**config.mk**
```make
export PLATFORM = sky130hd
export DESIGN_NAME = serial_sub_16bit
export DESIGN_NICKNAME = d
export VERILOG_FILES = /design/src/rtl/serial_sub_16bit.sv
export SDC_FILE = /design/constraint.sdc
export NUM_CORES = 1
export LEC_CHECK = 0
export BUFFER_PORTS_ARGS = -buffer_cell sky130_fd_sc_hd__buf_4
export CAP_MARGIN = 10
export CORE_AREA = 2 2 89 91
export CTS_CLUSTER_DIAMETER = 30
export DETAILED_ROUTE_END_ITERATION = 10
export DIE_AREA = 0 0 91 93
export PLACE_DENSITY_LB_ADDON = 0.2
export SLEW_MARGIN = 20
export SYNTH_ARGS = -nofsm -noshare
export SYNTH_HDL_FRONTEND = slang
export SYNTH_SLANG_ARGS = --single-unit
```
**constraint.sdc**
```tcl
create_clock -name clk -period 3.14 [get_ports clk]
set_clock_uncertainty 0.05 [all_clocks]
set_input_delay 0.314 -clock clk [delete_from_list [all_inputs] [get_ports clk]]
set_output_delay 0.314 -clock clk [all_outputs]
set_load 0.05 [all_outputs]
```
**src/rtl/serial_sub_16bit.sv**
```systemverilog
// ----------------------------------------------------------------------------
// serial_sub_16bit
//   Bit-serial two's-complement subtractor computing Diff = A - B, LSB first,
//   one bit per clock. A single full-adder slice adds A to ~B. The carry is
//   seeded to 1, which completes the two's-complement negation of B.
//
//   Timing: start accepted at edge 0, busy high for cycles 1..WIDTH, done
//   pulses in cycle WIDTH+1. The FSM then returns to idle, so one operation
//   completes every WIDTH+2 cycles.
//
// Configuration macro:
//   SERIAL_SUB_SAT_EN  when defined, a signed overflow clamps Diff to the most
//                      positive or most negative value, chosen by the sign of A.
//                      Ovfl still reports the overflow, and Zero is computed on
//                      the clamped value.
//
// Ports:
//   clk     in   1      system clock, rising edge
//   rst     in   1      asynchronous active-high reset
//   start   in   1      request, sampled only in idle
//   A       in   WIDTH  minuend, captured on accepted start
//   B       in   WIDTH  subtrahend, captured on accepted start
//   busy    out  1      high while bits are being shifted
//   done    out  1      one-cycle pulse when the result is valid
//   Diff    out  WIDTH  result, held until the next completed operation
//   Ovfl    out  1      signed overflow of A - B
//   Borrow  out  1      unsigned borrow (A < B), equal to ~final carry
//   Zero    out  1      Diff == 0
// ----------------------------------------------------------------------------
module serial_sub_16bit #(
    parameter int unsigned WIDTH = 16
) (
    input  logic             clk,
    input  logic             rst,
    input  logic             start,
    input  logic [WIDTH-1:0] A,
    input  logic [WIDTH-1:0] B,
    output logic             busy,
    output logic             done,
    output logic [WIDTH-1:0] Diff,
    output logic             Ovfl,
    output logic             Borrow,
    output logic             Zero
);

    localparam int unsigned CW = $clog2(WIDTH);
    localparam logic [CW-1:0] LastCnt = CW'(WIDTH - 1);

    typedef enum logic [1:0] {StIdle, StShift, StDone} state_e;

    state_e           state_q;
    logic [WIDTH-1:0] a_q;
    logic [WIDTH-1:0] b_q;
    // Only WIDTH-1 sum bits need storing. The last sum bit is merged
    // combinationally when the result is committed.
    logic [WIDTH-2:0] res_q;
    logic             carry_q;
    logic [CW-1:0]    cnt_q;
    logic             a_msb_q;
    logic             b_msb_q;

    logic             bit_a;
    logic             bit_b;
    logic             sum;
    logic             carry_d;
    logic [WIDTH-1:0] res_d;
    logic             ovfl_d;
    logic [WIDTH-1:0] final_d;

    // One-bit datapath slice.
    always_comb begin
        bit_a   = a_q[0];
        bit_b   = ~b_q[0];
        sum     = bit_a ^ bit_b ^ carry_q;
        carry_d = (bit_a & bit_b) | (bit_a & carry_q) | (bit_b & carry_q);
        res_d   = {sum, res_q};
        // Overflow is only possible when the operand signs differ.
        // It has occurred when the result sign differs from the sign of A.
        ovfl_d  = (a_msb_q != b_msb_q) & (res_d[WIDTH-1] != a_msb_q);
`ifdef SERIAL_SUB_SAT_EN
        if (ovfl_d) begin
            final_d = a_msb_q ? {1'b1, {(WIDTH-1){1'b0}}} : {1'b0, {(WIDTH-1){1'b1}}};
        end else begin
            final_d = res_d;
        end
`else
        final_d = res_d;
`endif
    end

    always_ff @(posedge clk or posedge rst) begin
        if (rst) begin
            state_q <= StIdle;
            a_q     <= '0;
            b_q     <= '0;
            res_q   <= '0;
            carry_q <= 1'b1;
            cnt_q   <= '0;
            a_msb_q <= 1'b0;
            b_msb_q <= 1'b0;
            busy    <= 1'b0;
            done    <= 1'b0;
            Diff    <= '0;
            Ovfl    <= 1'b0;
            Borrow  <= 1'b0;
            Zero    <= 1'b1;
        end else begin
            case (state_q)
                StIdle: begin
                    done <= 1'b0;
                    if (start) begin
                        a_q     <= A;
                        b_q     <= B;
                        a_msb_q <= A[WIDTH-1];
                        b_msb_q <= B[WIDTH-1];
                        carry_q <= 1'b1;
                        cnt_q   <= '0;
                        busy    <= 1'b1;
                        state_q <= StShift;
                    end
                end
                StShift: begin
                    a_q     <= a_q >> 1;
                    b_q     <= b_q >> 1;
                    res_q   <= res_d[WIDTH-1:1];
                    carry_q <= carry_d;
                    cnt_q   <= cnt_q + CW'(1);
                    if (cnt_q == LastCnt) begin
                        busy    <= 1'b0;
                        done    <= 1'b1;
                        Diff    <= final_d;
                        Ovfl    <= ovfl_d;
                        Borrow  <= ~carry_d;
                        Zero    <= (final_d == '0);
                        state_q <= StDone;
                    end
                end
                StDone: begin
                    done    <= 1'b0;
                    state_q <= StIdle;
                end
                default: begin
                    busy    <= 1'b0;
                    done    <= 1'b0;
                    state_q <= StIdle;
                end
            endcase
        end
    end

endmodule

```
* After elaboration in Yosys (flattened, before gate mapping)
Cells that the tools add are included.
** Cells by class
- Mux-type cells :: 15
- Eq/ne operators :: 7
- Bitwise logic cells :: 11
- $add $sub $neg :: 1
- Reductions and logical operators :: 8
** Operators by type and width (number)
- 16-bit one-hot mux with 2 select lines :: 2
- 16-bit two-way mux :: 2
- 16-bit zero test :: 1
- 4-bit one-hot mux with 2 select lines :: 1
- 2-bit AND reduction :: 4
- 4-bit by 1-bit adder with 4-bit output, second input constant :: 1
- 1-bit AND :: 4
- 4-bit equality test, second input constant :: 1
- 1-bit two-way mux :: 4
- 2-bit two-way mux :: 2
- 4-bit two-way mux :: 1
- 2-bit inequality test, second input constant :: 2
- 2-bit one-hot mux with 2 select lines :: 1
- 1-bit NOT :: 3
- 1-bit one-hot mux with 3 select lines :: 1
- 3-bit AND reduction :: 1
- 2-bit by 1-bit equality test with 1-bit output, second input constant :: 1
- 2-bit equality test, second input constant :: 1
- 2-bit zero test :: 1
- 1-bit inequality test :: 2
- 1-bit OR :: 2
- 1-bit one-hot mux with 2 select lines :: 1
- 2-bit nonzero test :: 1
- 1-bit XOR :: 2
** Word-level totals
- Output and inout port bits :: 21
- Flip-flop bits (word level) :: 77
- Input bits :: 35
- Word-level logic and storage cells :: 56

* Logic depth before layout (Yosys ltp)
- Depth after elaboration :: 5
- Gate-level depth with buffers :: 6
- Depth with buffers taken out :: 5

* Worst setup path before layout
Ideal clock, no wire load.
- Path type :: register to register
- From :: reg carry_q
- To :: reg Zero
- Period minus slack after synthesis :: 1.604 ns
- Library setup time :: 0.075 ns
- Slack :: 1.536 ns
- Data arrival time :: 1.479 ns
- Path buffers :: 0
- Data required time :: 3.015 ns
- Stages on the path, launching flop included :: 5
- Cell sequence :: dfstp_2 fa_1 nor4_1 nand4_1 mux2i_1
** Between the ends
- Word-level cells in the longest chain between the ends :: 2
** Ends and longest elaborated chain
- start, declared :: line 57 : logic carry_q;
- start signal, assigned :: line 126 : carry_q <= carry_d;
- 1-bit XOR :: line 74 : sum = bit_a ^ bit_b ^ carry_q;
- named net sum :: line 64 : logic sum;
- 16-bit zero test :: line 134 : Zero <= (final_d == '0);
- end signal, assigned :: line 134
- end, declared :: line 43 : output logic Zero
The timed path passes the listed nets, and every way through them passes these cells.
A chain may end at the register's enable or synchronous reset.

* Final worst setup path
- From :: reg state_q[0]
- To :: reg Diff[13]
** Between the ends
- Word-level cells in the longest chain between the ends :: 2
** Ends and longest elaborated chain
- start, declared :: line 51 : state_e state_q;
- start signal, assigned :: line 93 : state_q <= StIdle;
- start signal, assigned :: line 119 : state_q <= StShift;
- start signal, assigned :: line 135 : state_q <= StDone;
- 2-bit by 1-bit equality test with 1-bit output :: line 108 : case (state_q)
- 2-bit AND reduction (no source line)
- end signal, assigned :: line 131 : Diff <= final_d;
- end, declared :: line 40 : output logic [WIDTH-1:0] Diff,
No other way between the ends.

==> flow_metrics.py <==
metrics = {
    "run_status": {
        "outcome": "finished clean",
    },
    "route": {
        "postRouteAntennaNets": 0,
        "routedWlPerCell_microns": 14.1,
        "wl_microns": 6600,
        "drc": 0,
        "dr.pass1.iters": 4,
        "avgViaCountPerCell": 5.17,
        "drtIter0Drc": 120,
        "via_count": 2423,
    },
    "synthesis": {
        "ys.flop_type": "dfrtp_1",
        "ys_seq_area_share_pct": 58.3,
        "synth_common_cells": "dfrtp_1 (75), nand2_1 (67), o21ai_0 (34), a22oi_1 (29), mux2_2 (19)",
        "synth_area_leaders": "dfrtp_1 (57%), nand2_1 (7.6%), a22oi_1 (6.6%), mux2_2 (6.5%), o21ai_0 (5.1%)",
        "synth.most_common_cell": "dfrtp_1",
        "syn_nets": 348,
        "netlist.area_leader.share_pct": 56.8,
        "netlist_area_sq_um": 3310,
        "syn_area_per_cell_sq_um": 10.6,
        "yosysWarnings": 0,
        "syn_inst": 311,
        "synth_cell_types": 27,
        "ys_seq_elements": 77,
        "synth_edf_count": 0,
        "synthArstFlopShare_pct": 100,
        "synth_top_area_cell": "dfrtp_1",
    },
    "job": {
        "cap_viol_max_count": 0,
    },
    "floorplanning": {
        "row_count": 32,
        "core_area_sq_um": 7530,
        "ios": 56,
        "start_util_pct": 43.9,
        "die_w_microns": 91,
        "die_h_microns": 93,
        "die_area_sq_um": 8460,
    },
    "finish": {
        "flow.area_growth_from_synthesis_pct": 23.1,
        "nFillCells": 708,
        "multiInputGateArea_sq_um": 1250,
        "stdcell_area_sq_um": 4070,
        "drive_gt1_share_pct": 27.2,
        "fin_cells": 469,
        "nets": 399,
        "n_antenna_cell": 0,
        "regArea_sq_um": 1930,
    },
    "placed_design": {
        "placed_area_sq_um": 3780,
        "dp_slack_ns": 1.24,
        "place_congestion": 0.728,
        "dp_cells": 453,
        "place_hpwl_microns": 4260,
        "portBuffers": 55,
    },
    "critical_path": {
        "critPathMaxFanout": 20,
        "path_cells": "nor2b_2 -> and4_1 -> buf_4 -> mux2_2",
        "critPathKind": "flip-flop to flip-flop",
        "reg2reg_to": "Diff[13]",
        "worst_ep_arrival_time_ns": 2.08,
        "cp_slowest_stage_delay_ns": 0.65,
        "worst_setup_path_end_kind": "flip-flop",
        "reg2reg_depth": 4,
        "worst_path_dominant_cell_family": "flip-flops",
        "r2r_start": "state_q[0]",
        "cp_slowest_cell": "dfrtp_1",
        "required_ns": 3.33,
        "ff2ff_setup_slack_ns": 1.25,
        "cp-start-kind": "flip-flop",
        "worst-path-buf-inv": 1,
    },
    "clock_tree": {
        "cts_made_buffers": 9,
        "clock_path_buffers": 2,
        "holdBufCountCts": 0,
        "cts.clk_slew.worst_paths_ns": 0.08,
        "cts_max_level": 3,
        "root_buffer": "clkbuf_8",
        "insertion_delay_ns": 0.35,
        "clkSinkCount": 77,
        "cts_tree": "built",
        "cts_setup_buffers": 0,
        "cts.repair.resized": 0,
    },
    "sta": {
        "min_period_ns": 1.89,
        "setup_slack_ns": 1.25,
        "hold_violations": 0,
        "max_clock_freq_mhz": 529,
        "rsz0062_at_grt": "false",
        "tns_ns": 0,
        "maxSlewViolCount": 0,
        "slew-limit-headroom_pct": 31.3,
        "fin_crit_sh_pct": 60.3,
        "setup_viol": 0,
        "tightest_slew_ns": 1.03,
    },
    "worst_hold_path": {
        "whs_path_depth": 2,
        "hp-start": "B[15]",
        "hp-class": "primary input to flip-flop",
        "whs_endpoint": "b_msb_q",
    },
    "global_route": {
        "grt-ovfl-total": 0,
        "grtUsageMet3_pct": 4.35,
        "grt_use_met2_pct": 26.4,
        "grt_use_met1_pct": 22.6,
        "grt_pass1_wl_microns": 11400,
        "track_usage_pct": 17.1,
        "grt_pass1_vias": 2359,
        "grt_most_used_layer": "met2",
        "antenna_found_initial": 0,
        "grt_max_degree": 78,
    },
    "power_and_ir_drop": {
        "vdd_ir_drop_max_mv": 0.452,
        "leakage_nw": 1.91,
        "powerDensity_nw_per_um2": 1040,
    },
}
## routing by layer
metal	wire length [microns]	up-vias	share of wire (%)
li1	-	1183	-
met1	3050	1178	46
met2	3150	50	48
met3	259	12	3.9
met4	144	0	2.2
met5	0	-	0
## cell families after synthesis
kind of cell / synth area share [%]
simple gates: 13.5
compound gates: 15.5
buf+inv: 4.01
flops: 58.3
mux: 7.68
fa+ha+maj: 0.984
## power breakdown
part / switching, mW / internal, mW
clock network: 0.359 / 0.690
logic: 0.911 / 0.581
registers: 0.311 / 1.40
## registers in the layout (all words and copies together) (netlist names), 2 cells and up
signal   flops
Diff        16
a_q         16
b_q         16
res_q       15
cnt_q        4
state_q      2
## cell type report
class / instances / area share [%]
clock buffers: 10 / 3.13
repair buffers: 61 / 11.2
clock inverters: 6 / 3.90
well taps: 102 / 3.13
inverters: 5 / 0.461
flip-flops and latches: 77 / 47.4
multi-input cells: 208 / 30.7
## cells in the final DEF (no fill, tap or decap), types with 3 or more instances in the layout
| cell type | instances |
|---|---|
| dfrtp_1 | 75 |
| nor4_1 | 4 |
| o21ai_0 | 34 |
| mux2_2 | 19 |
| a21oi_1 | 14 |
| nor2b_1 | 14 |
| a22oi_1 | 29 |
| clkbuf_8 | 9 |
| a22o_1 | 3 |
| nor2_1 | 4 |
| nand2b_1 | 4 |
| buf_4 | 61 |
| mux2i_1 | 4 |
| nand2_1 | 67 |
| inv_1 | 4 |
| bufinv_16 | 5 |
## stage by stage
step | total power [mW] | utilization (%) | hold WS (ns)
finish | 4.25 | 54.1 | 0.163
CTS | 4.30 | 54.1 | 0.141
floorplan | 2.79 | - | 0.396
global route | 4.52 | 54.1 | 0.153
detailed placement | 3.24 | 50.3 | 0.420
global placement | 3.20 | 50.3 | 0.404
## worst max-delay path by stage
stage,from,to,depth (start not counted)
floorplan,rst,Borrow,1
global placement,state_q[0],Diff[1],4
detailed placement,state_q[0],Diff[13],4
CTS,state_q[0],Diff[13],4
global route,state_q[0],Diff[15],4
finish,state_q[0],Diff[13],4
## worst register-to-register path: stages, from the launching register on
cell and delay, ns:
dfrtp_1 0.65, nor2b_2 0.24, and4_1 0.19, buf_4 0.26
mux2_2 0.38
No activity file was read; power rests on OpenSTA's default activity.
